--- src/rtl/fb_rect_writer_if.sv ---
// Command and framebuffer write bundle for fb_rect_writer.
// master: command producer / memory side, slave: the engine.
interface fb_rect_writer_if #(
    parameter int RES_X      = 320,
    parameter int RES_Y      = 240,
    parameter int MEM_WIDTH  = 8,
    parameter int ADDR_WIDTH = $clog2(RES_X * RES_Y),
    parameter int XW         = $clog2(RES_X) + 1,
    parameter int YW         = $clog2(RES_Y) + 1
);
    logic                  cmd_valid;
    logic                  cmd_ready;
    logic                  cmd_op;
    logic [XW-1:0]         cmd_x;
    logic [YW-1:0]         cmd_y;
    logic [XW-1:0]         cmd_w;
    logic [YW-1:0]         cmd_h;
    logic [MEM_WIDTH-1:0]  cmd_color;
    logic                  v_sync;
    logic [ADDR_WIDTH-1:0] mem_addr;
    logic [MEM_WIDTH-1:0]  din;
    logic                  wen;
    logic                  swap_buf;
    logic                  busy;

    modport master (
        output cmd_valid, cmd_op, cmd_x, cmd_y, cmd_w, cmd_h,
        output cmd_color, v_sync,
        input  cmd_ready, mem_addr, din, wen, swap_buf, busy
    );

    modport slave (
        input  cmd_valid, cmd_op, cmd_x, cmd_y, cmd_w, cmd_h,
        input  cmd_color, v_sync,
        output cmd_ready, mem_addr, din, wen, swap_buf, busy
    );
endinterface

--- src/rtl/fb_rect_writer.sv ---
// Rectangle fill / buffer-present engine for the write side of vga_double_buf.
// Ports: clk, rst (async active-high), bus (fb_rect_writer_if.slave):
//   cmd_valid/cmd_ready/cmd_op/cmd_x/cmd_y/cmd_w/cmd_h/cmd_color command in,
//   v_sync in, mem_addr/din/wen write out, swap_buf pulse out, busy out.
// Optional macro FB_RECT_CLIP_EN clips rectangles to the framebuffer.
module fb_rect_writer #(
    parameter int RES_X      = 320,
    parameter int RES_Y      = 240,
    parameter int MEM_WIDTH  = 8,
    parameter int ADDR_WIDTH = $clog2(RES_X * RES_Y),
    parameter int XW         = $clog2(RES_X) + 1,
    parameter int YW         = $clog2(RES_Y) + 1
) (
    input  logic             clk,
    input  logic             rst,
    fb_rect_writer_if.slave  bus
);
    localparam int AW = ADDR_WIDTH;

    localparam logic [1:0] S_IDLE    = 2'd0;
    localparam logic [1:0] S_FILL    = 2'd1;
    localparam logic [1:0] S_SWAP    = 2'd2;
    localparam logic [1:0] S_WAIT_VS = 2'd3;

    logic [1:0]           state;
    logic                 done;
    logic                 vs_q;
    logic [XW-1:0]        x_l;
    logic [XW-1:0]        w_l;
    logic [YW-1:0]        h_l;
    logic [XW-1:0]        col;
    logic [YW-1:0]        row;
    logic [AW-1:0]        row_base;
    logic [MEM_WIDTH-1:0] color_l;

    logic                 ready_q;
    logic [AW-1:0]        addr_q;
    logic [MEM_WIDTH-1:0] din_q;
    logic                 wen_q;
    logic                 swap_q;
    logic                 busy_q;

    logic [XW-1:0]        eff_w;
    logic [YW-1:0]        eff_h;

`ifdef FB_RECT_CLIP_EN
    logic [XW-1:0] room_x;
    logic [YW-1:0] room_y;

    always_comb begin
        room_x = XW'(RES_X) - bus.cmd_x;
        room_y = YW'(RES_Y) - bus.cmd_y;
        eff_w  = (bus.cmd_w < room_x) ? bus.cmd_w : room_x;
        eff_h  = (bus.cmd_h < room_y) ? bus.cmd_h : room_y;
        if (bus.cmd_x >= XW'(RES_X) || bus.cmd_y >= YW'(RES_Y)) begin
            eff_w = '0;
            eff_h = '0;
        end
    end
`else
    assign eff_w = bus.cmd_w;
    assign eff_h = bus.cmd_h;
`endif

    always_ff @(posedge clk or posedge rst) begin
        if (rst) begin
            state    <= S_IDLE;
            done     <= 1'b0;
            vs_q     <= 1'b1;
            x_l      <= '0;
            w_l      <= '0;
            h_l      <= '0;
            col      <= '0;
            row      <= '0;
            row_base <= '0;
            color_l  <= '0;
            ready_q  <= 1'b0;
            addr_q   <= '0;
            din_q    <= '0;
            wen_q    <= 1'b0;
            swap_q   <= 1'b0;
            busy_q   <= 1'b0;
        end else begin
            vs_q   <= bus.v_sync;
            wen_q  <= 1'b0;
            swap_q <= 1'b0;
            case (state)
                S_IDLE: begin
                    ready_q <= 1'b1;
                    if (bus.cmd_valid && ready_q) begin
                        ready_q <= 1'b0;
                        busy_q  <= 1'b1;
                        if (!bus.cmd_op) begin
                            state    <= S_FILL;
                            done     <= 1'b0;
                            x_l      <= bus.cmd_x;
                            w_l      <= eff_w;
                            h_l      <= eff_h;
                            col      <= '0;
                            row      <= '0;
                            color_l  <= bus.cmd_color;
                            row_base <= AW'(bus.cmd_y) * AW'(RES_X);
                        end else begin
                            state <= S_SWAP;
                        end
                    end
                end
                S_FILL: begin
                    // done holds one trailing cycle so every fill,
                    // including an empty one, ends on the same edge rule.
                    if (done) begin
                        state   <= S_IDLE;
                        ready_q <= 1'b1;
                        busy_q  <= 1'b0;
                    end else if (w_l == '0 || h_l == '0) begin
                        done <= 1'b1;
                    end else begin
                        wen_q  <= 1'b1;
                        din_q  <= color_l;
                        addr_q <= row_base + AW'(x_l) + AW'(col);
                        if (col == w_l - XW'(1)) begin
                            col      <= '0;
                            row      <= row + YW'(1);
                            row_base <= row_base + AW'(RES_X);
                            if (row == h_l - YW'(1))
                                done <= 1'b1;
                        end else begin
                            col <= col + XW'(1);
                        end
                    end
                end
                S_SWAP: begin
                    swap_q <= 1'b1;
                    state  <= S_WAIT_VS;
                end
                S_WAIT_VS: begin
                    // Only a fresh falling edge proves the swap happened.
                    if (!bus.v_sync && vs_q) begin
                        state   <= S_IDLE;
                        ready_q <= 1'b1;
                        busy_q  <= 1'b0;
                    end
                end
                default: state <= S_IDLE;
            endcase
        end
    end

    assign bus.cmd_ready = ready_q;
    assign bus.mem_addr  = addr_q;
    assign bus.din       = din_q;
    assign bus.wen       = wen_q;
    assign bus.swap_buf  = swap_q;
    assign bus.busy      = busy_q;
endmodule

--- src/flat_wrapper.sv ---
// flat-port wrapper written by rule: the top's interface ports become plain ports
module fb_rect_writer_flat 
#(
    parameter int RES_X      = 320,
    parameter int RES_Y      = 240,
    parameter int MEM_WIDTH  = 8,
    parameter int ADDR_WIDTH = $clog2(RES_X * RES_Y),
    parameter int XW         = $clog2(RES_X) + 1,
    parameter int YW         = $clog2(RES_Y) + 1
)
  (clk, rst, bus_cmd_valid, bus_cmd_op, bus_cmd_x, bus_cmd_y, bus_cmd_w, bus_cmd_h, bus_cmd_color, bus_v_sync, bus_cmd_ready, bus_mem_addr, bus_din, bus_wen, bus_swap_buf, bus_busy);
  fb_rect_writer_if #(.RES_X(RES_X), .RES_Y(RES_Y), .MEM_WIDTH(MEM_WIDTH), .ADDR_WIDTH(ADDR_WIDTH), .XW(XW), .YW(YW)) bus_i ();
  input  logic clk;
  input  logic rst;
  input wire logic [$bits(bus_i.cmd_valid)-1:0] bus_cmd_valid;
  input wire logic [$bits(bus_i.cmd_op)-1:0] bus_cmd_op;
  input wire logic [$bits(bus_i.cmd_x)-1:0] bus_cmd_x;
  input wire logic [$bits(bus_i.cmd_y)-1:0] bus_cmd_y;
  input wire logic [$bits(bus_i.cmd_w)-1:0] bus_cmd_w;
  input wire logic [$bits(bus_i.cmd_h)-1:0] bus_cmd_h;
  input wire logic [$bits(bus_i.cmd_color)-1:0] bus_cmd_color;
  input wire logic [$bits(bus_i.v_sync)-1:0] bus_v_sync;
  output wire logic [$bits(bus_i.cmd_ready)-1:0] bus_cmd_ready;
  output wire logic [$bits(bus_i.mem_addr)-1:0] bus_mem_addr;
  output wire logic [$bits(bus_i.din)-1:0] bus_din;
  output wire logic [$bits(bus_i.wen)-1:0] bus_wen;
  output wire logic [$bits(bus_i.swap_buf)-1:0] bus_swap_buf;
  output wire logic [$bits(bus_i.busy)-1:0] bus_busy;
  assign bus_i.cmd_valid = bus_cmd_valid;
  assign bus_i.cmd_op = bus_cmd_op;
  assign bus_i.cmd_x = bus_cmd_x;
  assign bus_i.cmd_y = bus_cmd_y;
  assign bus_i.cmd_w = bus_cmd_w;
  assign bus_i.cmd_h = bus_cmd_h;
  assign bus_i.cmd_color = bus_cmd_color;
  assign bus_i.v_sync = bus_v_sync;
  assign bus_cmd_ready = bus_i.cmd_ready;
  assign bus_mem_addr = bus_i.mem_addr;
  assign bus_din = bus_i.din;
  assign bus_wen = bus_i.wen;
  assign bus_swap_buf = bus_i.swap_buf;
  assign bus_busy = bus_i.busy;
  fb_rect_writer #(.RES_X(RES_X), .RES_Y(RES_Y), .MEM_WIDTH(MEM_WIDTH), .ADDR_WIDTH(ADDR_WIDTH), .XW(XW), .YW(YW)) u_core (.clk(clk), .rst(rst), .bus(bus_i));
endmodule
--- config.mk ---
export PLATFORM = sky130hd
export DESIGN_NAME = fb_rect_writer_flat
export DESIGN_NICKNAME = d
export VERILOG_FILES = /design/src/rtl/fb_rect_writer_if.sv /design/src/rtl/fb_rect_writer.sv /design/src/flat_wrapper.sv
export SDC_FILE = /design/constraint.sdc
export NUM_CORES = 1
export LEC_CHECK = 0
export ABC_AREA = 1
export CAP_MARGIN = 20
export CORE_AREA = 2 2 165 167
export DETAILED_ROUTE_END_ITERATION = 16
export DIE_AREA = 0 0 167 169
export PLACE_DENSITY = 0.41
export SLEW_MARGIN = 40
export SYNTH_ARGS = -nofsm -noshare
export SYNTH_HDL_FRONTEND = slang
export SYNTH_SLANG_ARGS = --single-unit
--- constraint.sdc ---
create_clock -name clk -period 4.55 [get_ports clk]
set_input_delay 0.91 -clock clk [delete_from_list [all_inputs] [get_ports clk]]
set_output_delay 0.91 -clock clk [all_outputs]
set_load 0.005 [all_outputs]
Yosys cells after proc, flatten, opt, wreduce, memory -nomap -nowiden
Index checks and enable logic that the tools add are counted.
{"block": "classes", "add_sub_neg": 7, "multipliers": 1, "n_div": 0, "n_lt_le_gt_ge": 0, "eq_ne": 12, "shifts": 0, "mux": 42, "n_bitwise": 3, "reduce_logical": 17}
{"cell": "$mux W17", "count": 5}
{"cell": "$mux W10", "count": 5}
{"cell": "$mux W9", "count": 5}
{"cell": "$add A17 B10 Y17", "count": 2}
{"cell": "$pmux W17 S2", "count": 1}
{"cell": "$pmux W10 S2", "count": 1}
{"cell": "$pmux W9 S2", "count": 1}
{"cell": "$add A17 B9 Y17 const B", "count": 1}
{"cell": "$mux W1", "count": 16}
{"cell": "$reduce_and A3 Y1", "count": 5}
{"cell": "$mul A9 B3 Y11 const B", "count": 1}
{"cell": "$add A10 B1 Y10 const B", "count": 1}
{"cell": "$eq A10 B10 Y1", "count": 1}
{"cell": "$logic_not A10 Y1", "count": 1}
{"cell": "$sub A10 B1 Y10 const B", "count": 1}
{"cell": "$add A9 B1 Y9 const B", "count": 1}
{"cell": "$eq A9 B9 Y1", "count": 1}
{"cell": "$logic_not A9 Y1", "count": 1}
{"cell": "$sub A9 B1 Y9 const B", "count": 1}
{"cell": "$mux W2", "count": 4}
{"cell": "$ne A2 B1 Y1 const B", "count": 4}
{"cell": "$pmux W2 S4", "count": 1}
{"cell": "$ne A2 B2 Y1 const B", "count": 3}
{"cell": "$pmux W1 S3", "count": 2}
{"cell": "other kinds (13)", "count": 17}
{"block": "totals", "regBits": 106, "latch_bits": 0, "ram_bits": 0, "mem_bits_ro": 0, "input_bits": 51, "output_inout_bits": 29, "word_cells": 98, "n_memories": 0}

Logic depth before layout (Yosys ltp)
{"block": "depth", "word_depth": 7, "mapped_depth": 15, "depth_no_buf": 14}

Least setup slack after synthesis
Ideal clock, no wire load.
{"block": "synth_timing", "path_type": "input -> register", "from": "input bus_cmd_y[1]", "to": "register u_core.row_base[15]", "t_arrival_ns": 2.396, "required_time_ns": 4.433, "path_slack_ns": 2.037, "cell_stages": 10, "path_buffers": 0, "path_cell_list": "ha_1 -> ha_1 -> fa_1 -> nand4_1 -> nand3_1 -> xor2_1 -> nand2_1 -> o21ai_0 -> nand3_1 -> nand2_1"}
{"block": "synth_via", "elab_chain_cells": 4}
{"item": "start: declaration", "line_no": "flat_wrapper.sv:18", "text": "input wire logic [$bits(bus_i.cmd_y)-1:0] bus_cmd_y;"}
{"item": "$mul A9 B3 Y11", "line_no": "fb_rect_writer.sv:102", "text": "row_base <= AW'(bus.cmd_y) * AW'(RES_X);"}
{"item": "$mux W17", "line_no": "fb_rect_writer.sv:93", "text": "if (!bus.cmd_op) begin"}
{"item": "$mux W17", "line_no": "fb_rect_writer.sv:90", "text": "if (bus.cmd_valid && ready_q) begin"}
{"item": "$pmux W17 S2", "line_no": "fb_rect_writer.sv:87", "text": "case (state)"}
{"item": "end signal: assignment", "line_no": "fb_rect_writer.sv:102"}
{"item": "end signal: assignment", "line_no": "fb_rect_writer.sv:124", "text": "row_base <= row_base + AW'(RES_X);"}
{"item": "end: declaration", "line_no": "fb_rect_writer.sv:33", "text": "logic [AW-1:0] row_base;"}
Every way passes these cells. The select of a mux whose other input is x is not followed.
A chain may end at the register's enable or synchronous reset.

Worst setup path after layout
{"block": "layout_timing", "from": "register u_core.state[0]", "to": "register u_core.addr_q[11], in the netlist u_core.bus.mem_addr[11]"}
{"block": "layout_via", "elab_chain_cells": 2}
{"item": "start: declaration", "line_no": "fb_rect_writer.sv:25", "text": "logic [1:0] state;"}
{"item": "start signal: assignment", "line_no": "fb_rect_writer.sv:67", "text": "state <= S_IDLE;"}
{"item": "start signal: assignment", "line_no": "fb_rect_writer.sv:94", "text": "state <= S_FILL;"}
{"item": "start signal: assignment", "line_no": "fb_rect_writer.sv:104", "text": "state <= S_SWAP;"}
{"item": "$eq A2 B1 Y1", "line_no": "fb_rect_writer.sv:87"}
{"item": "$reduce_and A3 Y1 (no line)"}
{"item": "end signal: assignment", "line_no": "fb_rect_writer.sv:120", "text": "addr_q <= row_base + AW'(x_l) + AW'(col);"}
{"item": "end: declaration", "line_no": "fb_rect_writer.sv:37", "text": "logic [AW-1:0] addr_q;"}
Every way passes these cells.

==> results.ini <==
[synthesis]
ys_seq_area_share_pct = 39.8
syn_inst = 813
synth_warnings = 0
synth_area_um2 = 6290
synth_ff_type = dfrtp_1
synth_edf_count = 0
synth.top_cell.area_share_pct = 39.4
synth_area_leaders = dfrtp_1 (39%), nand2_1 (14%), ha_1 (7.0%), nand3_1 (5.8%), inv_1 (5.0%)
synth_top_area_cell = dfrtp_1
ys_seq_elements = 100
yosysUniqueCellTypes = 37
synth_common_cells = nand2_1 (242), dfrtp_1 (99), inv_1 (83)
async_flop_share_pct = 100
syn_nets = 905
syn_area_per_cell_um2 = 7.73
yosysMostFrequentCell = nand2_1

[final_layout]
regArea_um2 = 2500
fill_cells = 2842
multi_input_area_um2 = 3350
fin_util_pct = 29.2
nNetsFinal = 979
syn2layout_area_growth_pct = 23.1
drive_above_1_share_pct = 7.06
antenna_cells = 0

[drt]
firstDrtPassIters = 5
routedWlPerCell_um = 12.8
antenna_left = 0
dr_total_vias = 5261
route.final.wire_length_um = 15800
vias_per_cell = 4.27
drcViolationCount = 0
drtIter0Drc = 264

[sta]
slew_headroom_pct = 53.1
whs_ns = 0.462
tns_ns = 0
worstMarginPinSlew_ns = 0.699
finalHoldViolCount = 0
rsz0062_at_grt = no
setup_viol = 0
fin_worst_skew_ns = 0.00871
maxSlewViolCount = 0
maxClockFrequency_ghz = 0.356
fin_crit_ns = 2.81
period_share_pct = 61.7

[critical_path]
cpPeakStageDelay_ns = 0.59
critPathRequiredTime_ns = 4.84
endpoint_kind = flop
start_kind = flop
crit_slowest_cell = clkinv_1
crit_fanout = 36
critPathKind = flop to flop
reg2regPathDepth = 10
arrival_ns = 3.10
path_cells = inv_1 > nor2_2 > buf_4 > clkinv_1 > nor2_1 > nand3_1 > buf_4 > inv_2 > nand3_1 > nand2_1

[power]
seqPwrFrac_pct = 34.7
sw_frac_of_total_pct = 43.1
intPower_uw = 2540
p_leak_uw = 0.00374
combPwrFrac_pct = 47.9
power_density_nw_per_um2 = 577
clock_power_share_pct = 17.4
p_switching_uw = 1920
peakVddDrop_v = 0.000239

[placed_design]
dp_hpwl_um = 11500
io_buffers = 79
gp_congestion = 0.770

[global_route]
grt_max_degree = 75
grt_overflow = 0
gr-usage-all-layers_pct = 11.6
grt_pass1_vias = 5140
grt_first_pass_wirelength_um = 26600
antenna_found_initial = 0

[floorplanning]
die-area_um2 = 28200
rows = 60
boundaryPins = 80
core_um2 = 26500
die_height_um = 169
dieWidth_um = 167
initial_utilization_pct = 23.7

[clocking]
clockBufferDepth = 2
cts_buffers = 9
clk_pin_slew_ns = 0.08
cts_tree = built
htree_num_levels = 3
clk_latency_ns = 0.36
postCtsSetupBuffers = 0
clock_sinks = 100
ctsHoldBuffers = 0
post_cts_resized = 0
ctsRootBufferMaster = clkbuf_16

[status]
outcome = completed

[min_path]
min_path_type = flop to flop
whs_path_depth = 2

[run]
cap_violations = 0

==> cell type report <==
class | instances | area share, %
timing repair buffer | 86 | 10.9
clock buffer | 9 | 2.91
inverter | 86 | 4.23
sequential | 100 | 32.3
multi-input combinational | 604 | 43.3
clock inverter | 7 | 0.873
tap | 341 | 5.51
==> critical path, delay by kind of cell, from the launching register on <==
family,cells,cell delay (ns)
flip-flops,1,0.37
AND/OR/NAND/NOR,5,0.87
buffers and inverters,5,1.46
==> registers in the layout, indices dropped and copies added (netlist names), 2 cells and up <==
register             cells
u_core.bus.mem_addr     17
u_core.h_l               9
u_core.col              10
u_core.state             2
u_core.x_l              10
u_core.row               9
u_core.row_base         11
u_core.color_l           8
u_core.w_l              10
u_core.bus.din           8
==> placed cells by master, fill, tap and decap left out, drive strengths merged, types with 5 or more instances in the layout <==
cell and instances:
mux2 23, ha 35, inv 89, a21oi 36, fa 6, xnor2 9, buf 7, clkbuf 9
dfrtp 99, nor3 11, o21ai 32, nor2 78, xor2 22, nand4 10, nand2 244, nand3b 5
nand3 74, clkdlybuf4s50 79
==> power groups by stage <==
stage | clock, uW | sequential (uW) | combinational (uW)
finish | 776 | 1550 | 2140
global route | 845 | 1620 | 2470
CTS | 812 | 1560 | 2190
detailed placement | 0 | 1580 | 2170
global placement | 0 | 1570 | 2170
floorplan | 0 | 1490 | 1530
==> final timing paths <==
check / from / endpoint / slack (ns)
worst max-delay path: u_core.state[0] / u_core.bus.mem_addr[11] / 1.74
worst max register to register: u_core.state[0] / u_core.bus.mem_addr[11] / 1.74
min in group asynchronous: rst / u_core.bus.din[0] / 1.04
max in group asynchronous: rst / u_core.bus.mem_addr[7] / 2.74
worst min-delay path: u_core.color_l[4] / u_core.bus.din[4] / 0.46
worst min register to register: u_core.color_l[4] / u_core.bus.din[4] / 0.46
==> kinds of logic after synthesis <==
logic type,synth area share [%]
flops,39.8
xor+xnor,4.68
fa+ha+maj,8.87
buf+inv,7.00
mux,4.28
compound gates,7.18
simple gates,28.2
==> layer usage <==
layer / GRT usage [%] / share of wire, % / up-vias
met4: 2.25 / 0.97 / 0
met3: 2.64 / 3.6 / 10
met5: 0 / 0 / -
met1: 15.7 / 49 / 2381
li1: - / - / 2778
met2: 19.0 / 47 / 92
==> through the flow <==
step | std cells | instance area (um2) | power [uW] | setup slack, ns
after global placement | 1217 | 7450 | 3740 | 1.35
after CTS | 1233 | 7740 | 4560 | 1.72
after floorplan | 813 | 6290 | 3020 | 1.02
after detailed placement | 1217 | 7450 | 3740 | 1.34
final | 1233 | 7740 | 4470 | 1.74
after global routing | 1233 | 7740 | 4930 | 1.35
Note: power is estimated with default switching activity, not from simulation.
